### src/rtl/mdu_pkg.sv
// Shared definitions for the multiply/divide unit: op codes, FSM states, constants.
// No logic of its own; latency n/a.
// No flow control; pure type/constant container.
package mdu_pkg;

    // Op encodings driven by the control unit
    localparam logic [1:0] OP_MULTU = 2'b00;
    localparam logic [1:0] OP_DIVU  = 2'b01;
    localparam logic [1:0] OP_MTHI  = 2'b10;
    localparam logic [1:0] OP_MTLO  = 2'b11;

    // Sequencer states
    typedef enum logic [1:0] {
        IDLE = 2'b00,
        MUL  = 2'b01,
        DIV  = 2'b10,
        DZ   = 2'b11
    } state_t;

    // LO value written by a divide-by-zero; sliced down to the operand width by users
    localparam int                     MAX_BITWIDTH = 64;
    localparam logic [MAX_BITWIDTH-1:0] DZ_LO       = '1;

endpackage

### src/rtl/mdu_div_step.sv
// One restoring-division step: shift in a dividend bit, trial-subtract the divisor.
// Purely combinational, zero latency.
// No handshake; the caller registers the result every cycle.
module mdu_div_step #(
    parameter int bitwidth = 32
) (
    input  logic [bitwidth-1:0] i_rem,
    input  logic                i_dvd_bit,
    input  logic [bitwidth-1:0] i_divisor,
    output logic [bitwidth-1:0] o_rem,
    output logic                o_q_bit
);

    logic [bitwidth:0] w_shift;
    logic [bitwidth:0] w_diff;

    // The incoming remainder is always below the divisor, so the shifted value
    // minus the divisor fits in bitwidth bits whenever it does not borrow.
    always_comb begin
        w_shift = {i_rem, i_dvd_bit};
        w_diff  = w_shift - {1'b0, i_divisor};
        o_q_bit = ~w_diff[bitwidth];
        o_rem   = o_q_bit ? w_diff[bitwidth-1:0] : w_shift[bitwidth-1:0];
    end

endmodule

### src/rtl/mult_div_unit.sv
// Iterative unsigned MULTU/DIVU with HI/LO registers; MTHI/MTLO write directly.
// Latency: bitwidth cycles for MULTU/DIVU, 1 cycle for DIVU by zero, MTHI/MTLO at the issue edge.
// Backpressure: busy is high while iterating and start is ignored (not sampled) until it drops.
module mult_div_unit #(
    parameter int bitwidth = 32
) (
    input  logic                clk,
    input  logic                rst,
    input  logic                start,
    input  logic [1:0]          op,
    input  logic [bitwidth-1:0] a,
    input  logic [bitwidth-1:0] b,
    output logic                busy,
    output logic                done,
    output logic                div_by_zero,
    output logic [bitwidth-1:0] hi,
    output logic [bitwidth-1:0] lo
);

    import mdu_pkg::*;

    localparam int                CNT_W    = $clog2(bitwidth) + 1;
    localparam logic [CNT_W-1:0]  CNT_LAST = CNT_W'(bitwidth - 1);
    localparam logic [bitwidth-1:0] LO_SAT = DZ_LO[bitwidth-1:0];

    state_t                  r_state;
    logic                    r_busy;
    logic                    r_done;
    logic                    r_dbz;
    logic [bitwidth-1:0]     r_hi;
    logic [bitwidth-1:0]     r_lo;
    // Multiplicand (MUL), divisor (DIV) or saved dividend (DZ)
    logic [bitwidth-1:0]     r_opnd;
    // Working register: {partial product, remaining multiplier} or {remainder, dividend/quotient}
    logic [2*bitwidth-1:0]   r_acc;
    logic [CNT_W-1:0]        r_cnt;

    logic [bitwidth:0]       w_add;
    logic [2*bitwidth-1:0]   w_mul_next;
    logic [bitwidth-1:0]     w_rem;
    logic                    w_q_bit;
    logic [2*bitwidth-1:0]   w_div_next;

    // Shift-add multiply step: add the multiplicand if the current multiplier bit is set, then shift right
    always_comb begin
        w_add = {1'b0, r_acc[2*bitwidth-1:bitwidth]};
        if (r_acc[0]) begin
            w_add = {1'b0, r_acc[2*bitwidth-1:bitwidth]} + {1'b0, r_opnd};
        end
        w_mul_next = {w_add, r_acc[bitwidth-1:1]};
    end

    mdu_div_step #(
        .bitwidth (bitwidth)
    ) u_div_step (
        .i_rem     (r_acc[2*bitwidth-1:bitwidth]),
        .i_dvd_bit (r_acc[bitwidth-1]),
        .i_divisor (r_opnd),
        .o_rem     (w_rem),
        .o_q_bit   (w_q_bit)
    );

    // Quotient bits enter at the bottom as dividend bits leave the top
    always_comb begin
        w_div_next = {w_rem, r_acc[bitwidth-2:0], w_q_bit};
    end

    // Sequencer: accepts ops in IDLE, iterates, and commits HI/LO only on completion
    always_ff @(posedge clk) begin
        if (rst) begin
            r_state <= IDLE;
            r_busy  <= 1'b0;
            r_done  <= 1'b0;
            r_dbz   <= 1'b0;
            r_hi    <= '0;
            r_lo    <= '0;
            r_opnd  <= '0;
            r_acc   <= '0;
            r_cnt   <= '0;
        end else begin
            r_done <= 1'b0;
            case (r_state)
                IDLE: begin
                    if (start) begin
                        case (op)
                            OP_MULTU: begin
                                r_opnd  <= a;
                                r_acc   <= {{bitwidth{1'b0}}, b};
                                r_cnt   <= '0;
                                r_dbz   <= 1'b0;
                                r_busy  <= 1'b1;
                                r_state <= MUL;
                            end
                            OP_DIVU: begin
                                r_cnt  <= '0;
                                r_dbz  <= 1'b0;
                                r_busy <= 1'b1;
                                if (b == '0) begin
                                    r_opnd  <= a;
                                    r_state <= DZ;
                                end else begin
                                    r_opnd  <= b;
                                    r_acc   <= {{bitwidth{1'b0}}, a};
                                    r_state <= DIV;
                                end
                            end
                            OP_MTHI: r_hi <= a;
                            default: r_lo <= a;
                        endcase
                    end
                end
                MUL: begin
                    r_acc <= w_mul_next;
                    if (r_cnt == CNT_LAST) begin
                        r_hi    <= w_mul_next[2*bitwidth-1:bitwidth];
                        r_lo    <= w_mul_next[bitwidth-1:0];
                        r_cnt   <= '0;
                        r_busy  <= 1'b0;
                        r_done  <= 1'b1;
                        r_state <= IDLE;
                    end else begin
                        r_cnt <= r_cnt + 1'b1;
                    end
                end
                DIV: begin
                    r_acc <= w_div_next;
                    if (r_cnt == CNT_LAST) begin
                        r_hi    <= w_div_next[2*bitwidth-1:bitwidth];
                        r_lo    <= w_div_next[bitwidth-1:0];
                        r_cnt   <= '0;
                        r_busy  <= 1'b0;
                        r_done  <= 1'b1;
                        r_state <= IDLE;
                    end else begin
                        r_cnt <= r_cnt + 1'b1;
                    end
                end
                default: begin
                    r_hi    <= r_opnd;
                    r_lo    <= LO_SAT;
                    r_dbz   <= 1'b1;
                    r_busy  <= 1'b0;
                    r_done  <= 1'b1;
                    r_state <= IDLE;
                end
            endcase
        end
    end

    assign busy        = r_busy;
    assign done        = r_done;
    assign div_by_zero = r_dbz;
    assign hi          = r_hi;
    assign lo          = r_lo;

endmodule

### config.mk
export PLATFORM = sky130hd
export DESIGN_NAME = mult_div_unit
export DESIGN_NICKNAME = d
export VERILOG_FILES = /design/src/rtl/mdu_pkg.sv /design/src/rtl/mdu_div_step.sv /design/src/rtl/mult_div_unit.sv
export SDC_FILE = /design/constraint.sdc
export NUM_CORES = 1
export LEC_CHECK = 0
export ABC_CLOCK_PERIOD_IN_PS = 3400
export CAP_MARGIN = 20
export CORE_AREA = 2 2 230 232
export DETAILED_ROUTE_END_ITERATION = 6
export DIE_AREA = 0 0 232 234
export PLACE_DENSITY = 0.5
export REMOVE_ABC_BUFFERS = 1
export SETUP_SLACK_MARGIN = 0.2
export SYNTH_ARGS = -nofsm -noshare
export SYNTH_HDL_FRONTEND = slang
export SYNTH_SLANG_ARGS = --single-unit
### constraint.sdc
create_clock -name clk -period 3.4 [get_ports clk]
set_input_delay 0.34 -clock clk [delete_from_list [all_inputs] [get_ports clk]]
set_output_delay 0.34 -clock clk [all_outputs]
set_load 0.02 [all_outputs]
# Word-level counts from Yosys, hierarchy flattened
# Index checks and enable logic that the tools add are counted.
[totals] word_cells=81 in_bits=69 reg_bits=171
[classes] n_addsub=3 eq_ne=14 mux=36 bitwise=2 reduce_logical=17
[ops] cell="$mux 32" n=10
[ops] cell="$pmux 32 s3" n=2
[ops] cell="$pmux 64 s3" n=1
[ops] cell="$mux 64" n=2
[ops] cell="$pmux 64 s2" n=1
[ops] cell="$pmux 32 s2" n=1
[ops] cell="$add 32x32->33" n=1
[ops] cell="$mux 33" n=1
[ops] cell="$sub 33x32->33" n=1
[ops] cell="$logic_not 32->1" n=1
[ops] cell="$mux 6" n=3
[ops] cell="$reduce_and 3->1" n=5
[ops] cell="$pmux 6 s2" n=1
[ops] cell="$reduce_and 4->1" n=3
[ops] cell="$ne 2x2->1 const B" n=5
[ops] cell="$pmux 2 s2" n=2
[ops] cell="$mux 1" n=7
[ops] cell="$add 6x1->6 const B" n=1
[ops] cell="$eq 6x5->1 const B" n=1
[ops] cell="$pmux 1 s2" n=3
[ops] cell="$eq 2x1->1 const B" n=2
[ops] cell="$eq 2x2->1 const B" n=2
[ops] cell="$logic_not 2->1" n=2
[ops] cell="$mux 2" n=2
[ops] cell="other kinds (8)" n=12

# Longest topological paths before layout
# Gate-level depths: netlist (run 1).
[logic_depth] ltp_word=5 ltp_mapped=14 ltp_nobuf=12

# Hierarchy
# Synthesis (run 1) repeated with hierarchy kept, for this count alone.
[unflattened] hier_cells=1639 area_unflattened_um2=12517.0
[by_module_without_submodules] module="mult_div_unit" instances=1 area_each_um2=10158.5 seq_area_each_um2=3423.3 cells_per_inst=1334
[by_module_without_submodules] module="mdu_div_step" instances=1 area_each_um2=2358.5 seq_area_each_um2=0.0 cells_per_inst=305

# Least setup slack after synthesis (run 1)
# OpenSTA, ideal clock, no wires.
[synth_path] kind="reg-to-reg" startpoint="register r_acc[31]" endpoint="register r_hi[26], in the netlist hi[26]" arrival_time_ps=2821 path_slack_ps=446 path_stages_with_launch=13 required_ps=3267 path_cell_list="dfxtp_1 > inv_1 > ha_1 > fa_1 > nand2b_1 > a21oi_1 > o21ai_1 > nor2b_1 > o41ai_2 > xor2_1 > mux2_2 > a211oi_1 > o41ai_1"
[synth_via] elab_chain_len=4
[synth_lines] item="start: declaration" line_no="mult_div_unit.sv:35" text="logic [2*bitwidth-1:0] r_acc;"
[synth_lines] item="start signal: assignment" line_no="mult_div_unit.sv:88" text="r_acc <= {{bitwidth{1'b0}}, b};"
[synth_lines] item="start signal: assignment" line_no="mult_div_unit.sv:103" text="r_acc <= {{bitwidth{1'b0}}, a};"
[synth_lines] item="start signal: assignment" line_no="mult_div_unit.sv:113" text="r_acc <= w_mul_next;"
[synth_lines] item="$sub 33x32->33" line_no="mdu_div_step.sv:21" text="w_diff = w_shift - {1'b0, i_divisor};"
[synth_lines] item="$mux 32" line_no="mdu_div_step.sv:23" text="o_rem = o_q_bit ? w_diff[bitwidth-1:0] : w_shift[bitwidth-1:0];"
[synth_lines] item="$mux 32" line_no="mult_div_unit.sv:127" text="if (r_cnt == CNT_LAST) begin"
[synth_lines] item="$pmux 32 s3" line_no="mult_div_unit.sv:82" text="case (r_state)"
[synth_lines] item="end signal: assignment" line_no="mult_div_unit.sv:115" text="r_hi <= w_mul_next[2*bitwidth-1:bitwidth];"
[synth_lines] item="end signal: assignment" line_no="mult_div_unit.sv:128" text="r_hi <= w_div_next[2*bitwidth-1:bitwidth];"
[synth_lines] item="end signal: assignment" line_no="mult_div_unit.sv:139" text="r_hi <= r_opnd;"
[synth_lines] item="end: declaration" line_no="mult_div_unit.sv:30" text="logic [bitwidth-1:0] r_hi;"
# Every way passes these cells. The select of a mux whose other input is x is not followed.
# A chain may end at the register's enable or synchronous reset.

# Final worst setup path (run 1)
[layout_path] startpoint="register r_acc[45]" endpoint="register r_hi[31], in the netlist hi[31]"
[layout_via] elab_chain_len=4 word_cells_on_any_way=7 classes_between="add/sub (2); mux (5)"
[layout_lines] item="$sub 33x32->33 or $add 32x32->33 (tied branches)" line_no="mdu_div_step.sv:21, mult_div_unit.sv:48"
[layout_lines] item="$mux 32 or $mux 33 (tied branches)" line_no="mdu_div_step.sv:23, mult_div_unit.sv:47"
[layout_lines] item="$mux 32 (on tied branches)" line_no="mult_div_unit.sv:127, mult_div_unit.sv:114"
[layout_lines] item="$pmux 32 s3 *" line_no="mult_div_unit.sv:82"
# Every way passes the cells marked *; elsewhere a longest branch is shown, timed or not. The select of a mux whose other input is x is not followed.

==> impl_metrics.json, run 1 <==
{
  "io_pins": 136,
  "violations": "design-rule violations",
  "vias_per_cell": 5.48,
  "vias": 14100,
  "p_clk_frac": 0.326,
  "power_frac_seq": 0.367,
  "clock-root-buffer": "clkbuf_16",
  "mostFrequentLayoutCells": "nand2_1, nor2_1, dfxtp_1",
  "setup_viol": 0,
  "synthCells": 1706,
  "cts_max_path_buffers": 2,
  "drt_pass1_iterations": 7,
  "utilization": 0.322,
  "setup_ws_ns": 0.282,
  "layout_commonest_cell": "nand2_1",
  "cp.arrival_ns": 3.48,
  "fillerInstances": 5562,
  "slew_headroom": 0.496,
  "portBuffers": 135,
  "finalPower_mw": 6.26,
  "hold_ws_ns": 0.434,
  "die_y_um": 234,
  "synth_edf_count": 0,
  "min_path_type": "in -> reg",
  "p_int_mw": 4.01,
  "rsz0062_at_grt": "true",
  "areaGrowthSynthToFinish_pct": 30.8,
  "start_util": 0.246,
  "tightest_slew_ns": 0.756,
  "antenna_found_initial": 0,
  "yosysTopAreaCell": "dfxtp_1",
  "path_class": "reg -> reg",
  "die_x_um": 232,
  "max_freq_mhz": 321,
  "crit_chain": "buf_4 > ha_2 > nand2_1 > o31ai_1 > nand3_1 > a21oi_4 > a21oi_4 > xnor2_4 > buf_8 > clkbuf_4 > nand2_1 > o21a_1 > a311oi_1",
  "dominantRegCellSynth": "dfxtp_1",
  "critPathCaptureType": "flip-flop",
  "finClkSkew_ns": 0.0207,
  "critical_path.top_delay_family": "compound AO/OA/AOI/OAI gates",
  "fin_setup_tns_ns": 0,
  "startpoint_type": "flip-flop",
  "critPathMaxFanout": 6,
  "coreArea_mm2": 0.0520,
  "ys_seq_area_frac": 0.267,
  "drv_slew": 0,
  "synth_seq_cells": 171,
  "fin_crit_ns": 3.12,
  "diodes": 0,
  "synth.distinct_cells": 77,
  "path_clk_slew_ns": 0.07,
  "required_ns": 3.77,
  "netSwitchingFraction": 0.359,
  "grt_pass1_vias": 13200,
  "numCtsBuffers": 17,
  "postPlaceCellArea_mm2": 0.0157,
  "tritoncts": "done",
  "htree_num_levels": 4,
  "yosys-top-cells-area": "dfxtp_1, ha_1, a21oi_1",
  "cts.sinks": 171,
  "dp_hpwl_um": 42500,
  "num-nets-final": 2015,
  "drc": 8,
  "cp_slowest_cell": "ha_2",
  "grt_max_degree": 133,
  "place_worst_setup_slack_ns": 0.00413,
  "hold_viol": 0,
  "syn_area_mm2": 0.0128,
  "yosysTopAreaCellShare": 0.267,
  "dp.cells": 2532,
  "ys_async_sr_fraction": 0,
  "ir_drop_mv": 0.328,
  "worstSkewPairLatency_ns": 0.47,
  "outcome": "finished, violations left",
  "fin_area_mm2": 0.0168,
  "place.gp.congestion": 0.927,
  "ctsHoldBuffers": 0,
  "ant_nets": 0,
  "p_leak_nw": 6.51,
  "path_buf_inv": 3,
  "drive_gt1_frac": 0.154,
  "avgSynthCellArea_um2": 7.51,
  "placementRows": 84,
  "grtUsageTotal": 0.201,
  "wl_per_cell_um": 21.6,
  "slowest_delay_ns": 0.41,
  "drt_iter0_markers": 1400,
  "fin_cells": 2576,
  "grt_overflow": 0,
  "grt_pass1_wl_um": 83300,
  "dieArea_mm2": 0.0543,
  "finalCritPeriodShare": 0.917,
  "wirelength_um": 55600,
  "power.density_mw_per_mm2": 374,
  "drv_cap": 0,
  "comb_power_share": 0.307,
  "yosysWarnings": 0,
  "power_switching_mw": 2.25
}
registers in the layout, summed over array words and instances, names as in the netlist:
register and flops:
r_acc 64, r_opnd 32, r_state 2, lo 32, busy 1, div_by_zero 1
hi 32, r_cnt 6, done 1
synthesized netlist by cell type, types with 44 or more instances:
library cell,n
a311oi_1,44
nor2_1,185
clkbuf_1,116
inv_1,47
ha_1,69
nand3_1,54
a211oi_1,83
dfxtp_1,171
and3_1,48
a21oi_1,157
nand2_1,189
o21ai_0,79
mux2i_1,52
worst min-delay path, cell delays in order:
cell and delay [ns]:
buf_4 0.14, clkinv_1 0.19, a31oi_1 0.14, o41ai_2 0.05
routing by layer:
metal,wire [um],track usage,part of all wire
met1,25900,0.285,0.47
met2,24400,0.312,0.44
met3,3680,0.0286,0.066
met4,1570,0.0621,0.028
met5,0,0,0
repair_timing:
action,in CTS,in global routing
setup buffers,1,11
pin swaps,3,12
setup endpoints to repair,20,57
gates resized for setup,14,69
kinds of logic (layout without fill, tap and decap cells):
kind of cell	count (synthesis)	in the layout	share of synthesized area
AOI/OAI and AO/OA	589	589	0.313
buffers and inverters	182	364	0.0565
and+or+nand+nor	578	578	0.204
DFF	171	171	0.267
muxes	66	66	0.0535
xor gates and xnor gates	49	49	0.0355
adders and majority gates	71	71	0.0705
power by group through the flow:
stage	Combinational, mW	Sequential (mW)	Clock [mW]
detailed placement	1.84	2.34	0
CTS	1.86	2.29	2.07
global route	2.06	2.31	2.14
finish	1.93	2.30	2.04
global placement	1.85	2.34	0
floorplan	0.918	2.40	0
layout make-up:
cell class                      instances  area [um2]  area share
Multi-Input combinational cell       1353        9070       0.541
Sequential cell                       171        3450       0.206
Timing Repair Buffer                  282        2610       0.156
Tap cell                              688         861      0.0513
Clock buffer                           17         425      0.0254
Inverter                               50         188      0.0112
Clock inverter                         15         163     0.00970
worst paths after layout:
path,start,to,slack (ns),cells after the start
hold / removal,rst,hi[21]$_SDFFE_PP0P_,0.43,4
setup / recovery,r_acc[45]$_SDFFE_PP0P_,hi[31]$_SDFFE_PP0P_,0.28,13
setup reg to reg,r_acc[45]$_SDFFE_PP0P_,hi[31]$_SDFFE_PP0P_,0.28,13
hold reg to reg,r_cnt[1]$_SDFFE_PP0P_,r_cnt[1]$_SDFFE_PP0P_,0.47,2
Power figures use the tool's default switching activity.
==> run 2: changes to the inputs <==
Settings changed: CELL_PAD_IN_SITES_DETAIL_PLACEMENT set to 1, CELL_PAD_IN_SITES_GLOBAL_PLACEMENT set to 2, PLACE_DENSITY 0.5 to 0.72.
==> impl_metrics.json, run 2 (synthesis results as in run 1) <==
{
  "num-nets-final": 2024,
  "layout_commonest_cell": "nand2_1",
  "dieArea_mm2": 0.0543,
  "dp_hpwl_um": 45600,
  "portBuffers": 135,
  "critical_path.top_delay_family": "compound AO/OA/AOI/OAI gates",
  "finClkSkew_ns": 0.00953,
  "diodes": 0,
  "tritoncts": "done",
  "comb_power_share": 0.313,
  "hold_viol": 0,
  "required_ns": 3.79,
  "ir_drop_mv": 0.368,
  "slew_headroom": 0.414,
  "min_path_type": "in -> reg",
  "coreArea_mm2": 0.0520,
  "netSwitchingFraction": 0.360,
  "rsz0062_at_grt": "true",
  "clock-root-buffer": "clkbuf_16",
  "power.density_mw_per_mm2": 381,
  "htree_num_levels": 4,
  "die_y_um": 234,
  "io_pins": 136,
  "grt_max_degree": 78,
  "largest_register_ffs": 64,
  "place.gp.congestion": 0.916,
  "p_leak_nw": 6.57,
  "startpoint_type": "flip-flop",
  "grtUsageTotal": 0.221,
  "path_buf_inv": 3,
  "grt_overflow": 0,
  "drc": 0,
  "place_worst_setup_slack_ns": 0.00931,
  "fin_crit_ns": 3.11,
  "area.sequential_mm2": 0.00344,
  "p_clk_frac": 0.331,
  "power_frac_seq": 0.356,
  "vias_per_cell": 5.52,
  "setup_viol": 0,
  "regMostFlops": "r_acc",
  "critPathCaptureType": "flip-flop",
  "cp.arrival_ns": 3.50,
  "cp_slowest_cell": "a221o_1",
  "grt_pass1_vias": 14500,
  "multi_input_area_mm2": 0.00912,
  "areaGrowthSynthToFinish_pct": 32.2,
  "ant_nets": 0,
  "die_x_um": 232,
  "tightest_slew_ns": 0.874,
  "wl_per_cell_um": 23.4,
  "crit_chain": "inv_1 > ha_1 > a21oi_2 > o21ai_2 > a211o_1 > a221o_1 > a21oi_4 > buf_6 > xor2_4 > buf_6 > a2111oi_4 > o21ai_1 > a211oi_1",
  "cts_max_path_buffers": 2,
  "finalPower_mw": 6.45,
  "vias": 14300,
  "worstSkewPairLatency_ns": 0.47,
  "max_freq_mhz": 321,
  "setup_ws_ns": 0.288,
  "power_switching_mw": 2.32,
  "ctsHoldBuffers": 0,
  "finalCritPeriodShare": 0.915,
  "wirelength_um": 60500,
  "drt_pass1_iterations": 5,
  "grt_pass1_wl_um": 91500,
  "placementRows": 84,
  "start_util": 0.246,
  "path_class": "reg -> reg",
  "fillerInstances": 6235,
  "drv_slew": 0,
  "path_clk_slew_ns": 0.07,
  "slowest_delay_ns": 0.39,
  "p_int_mw": 4.13,
  "crit_top_cell": "buf_6",
  "mostFrequentLayoutCells": "nand2_1, nor2_1, dfxtp_1",
  "drive_gt1_frac": 0.164,
  "fin_setup_tns_ns": 0,
  "numCtsBuffers": 17,
  "drt_iter0_markers": 1159,
  "drv_cap": 0,
  "outcome": "finished, final reports clean",
  "hold_ws_ns": 0.436,
  "cts.sinks": 171,
  "antenna_found_initial": 1,
  "critPathMaxFanout": 5
}
[run 2: changes by cell type in the layout (fill, tap and decap cells not counted), moves of 4 or more]
| cell | previous run | this run |
|---|---|---|
| buf_4 | 134 | 138 |
| clkbuf_8 | 0 | 4 |
| ha_4 | 4 | 9 |
| dfxtp_2 | 13 | 17 |
| buf_6 | 0 | 5 |
| o21ai_1 | 7 | 11 |
| ha_1 | 56 | 51 |
[run 2: area by class of cell]
| class | instances | share of cell area |
|---|---|---|
| clock buffers | 21 | 0.0284 |
| repair buffers | 291 | 0.160 |
| inverters | 50 | 0.0111 |
| multi-input cells | 1353 | 0.539 |
| flip-flops and latches | 171 | 0.203 |
| well taps | 688 | 0.0508 |
| clock inverters | 11 | 0.00768 |
[run 2: per-stage QoR]
step | cells | cell area [um2] | utilization
floorplan | 1574 | 12300 | -
global placement | 2535 | 15700 | 0.303
detailed placement | 2535 | 15700 | 0.303
CTS | 2580 | 16600 | 0.318
global route | 2585 | 16900 | 0.326
finish | 2585 | 16900 | 0.326
[run 2: path summary, 6_finish.rpt]
path	start	endpoint	slack, ns	cells after the start
setup reg to reg	r_opnd[20]$_SDFFE_PP0P_	hi[30]$_SDFFE_PP0P_	0.29	13
setup / recovery	r_opnd[20]$_SDFFE_PP0P_	hi[30]$_SDFFE_PP0P_	0.29	13
hold / removal	rst	r_acc[18]$_SDFFE_PP0P_	0.44	2
hold reg to reg	hi[5]$_SDFFE_PP0P_	hi[5]$_SDFFE_PP0P_	0.48	2
[run 2: what timing repair did]
item | CTS | global route
setup buffers | 13 | 5
gates resized for setup | 24 | 73
pin swaps | 9 | 20
endpoints found under the setup margin | 46 | 60
[run 2: layer usage]
metal | global-route usage | vias up | part of all wire
met5 | 0 | - | 0
met4 | 0.0647 | 0 | 0.022
met3 | 0.0321 | 58 | 0.050
met2 | 0.361 | 347 | 0.46
met1 | 0.302 | 7194 | 0.47
li1 | - | 6673 | -
[run 2: worst reg2reg max path, stage by stage, from the launching register on]
cell	delay (ns)
dfxtp_2	0.36
inv_1	0.07
ha_1	0.25
a21oi_2	0.18
o21ai_2	0.10
a211o_1	0.29
a221o_1	0.39
a21oi_4	0.25
buf_6	0.16
xor2_4	0.08
buf_6	0.18
a2111oi_4	0.31
o21ai_1	0.15
a211oi_1	0.27
[run 2: power groups by stage]
| stage | logic (mW) | clock network, mW | registers (mW) |
|---|---|---|---|
| floorplan | 0.918 | 0 | 2.40 |
| global placement | 1.91 | 0 | 2.34 |
| detailed placement | 1.93 | 0 | 2.34 |
| CTS | 1.97 | 2.18 | 2.30 |
| global route | 2.17 | 2.24 | 2.32 |
| finish | 2.02 | 2.14 | 2.30 |
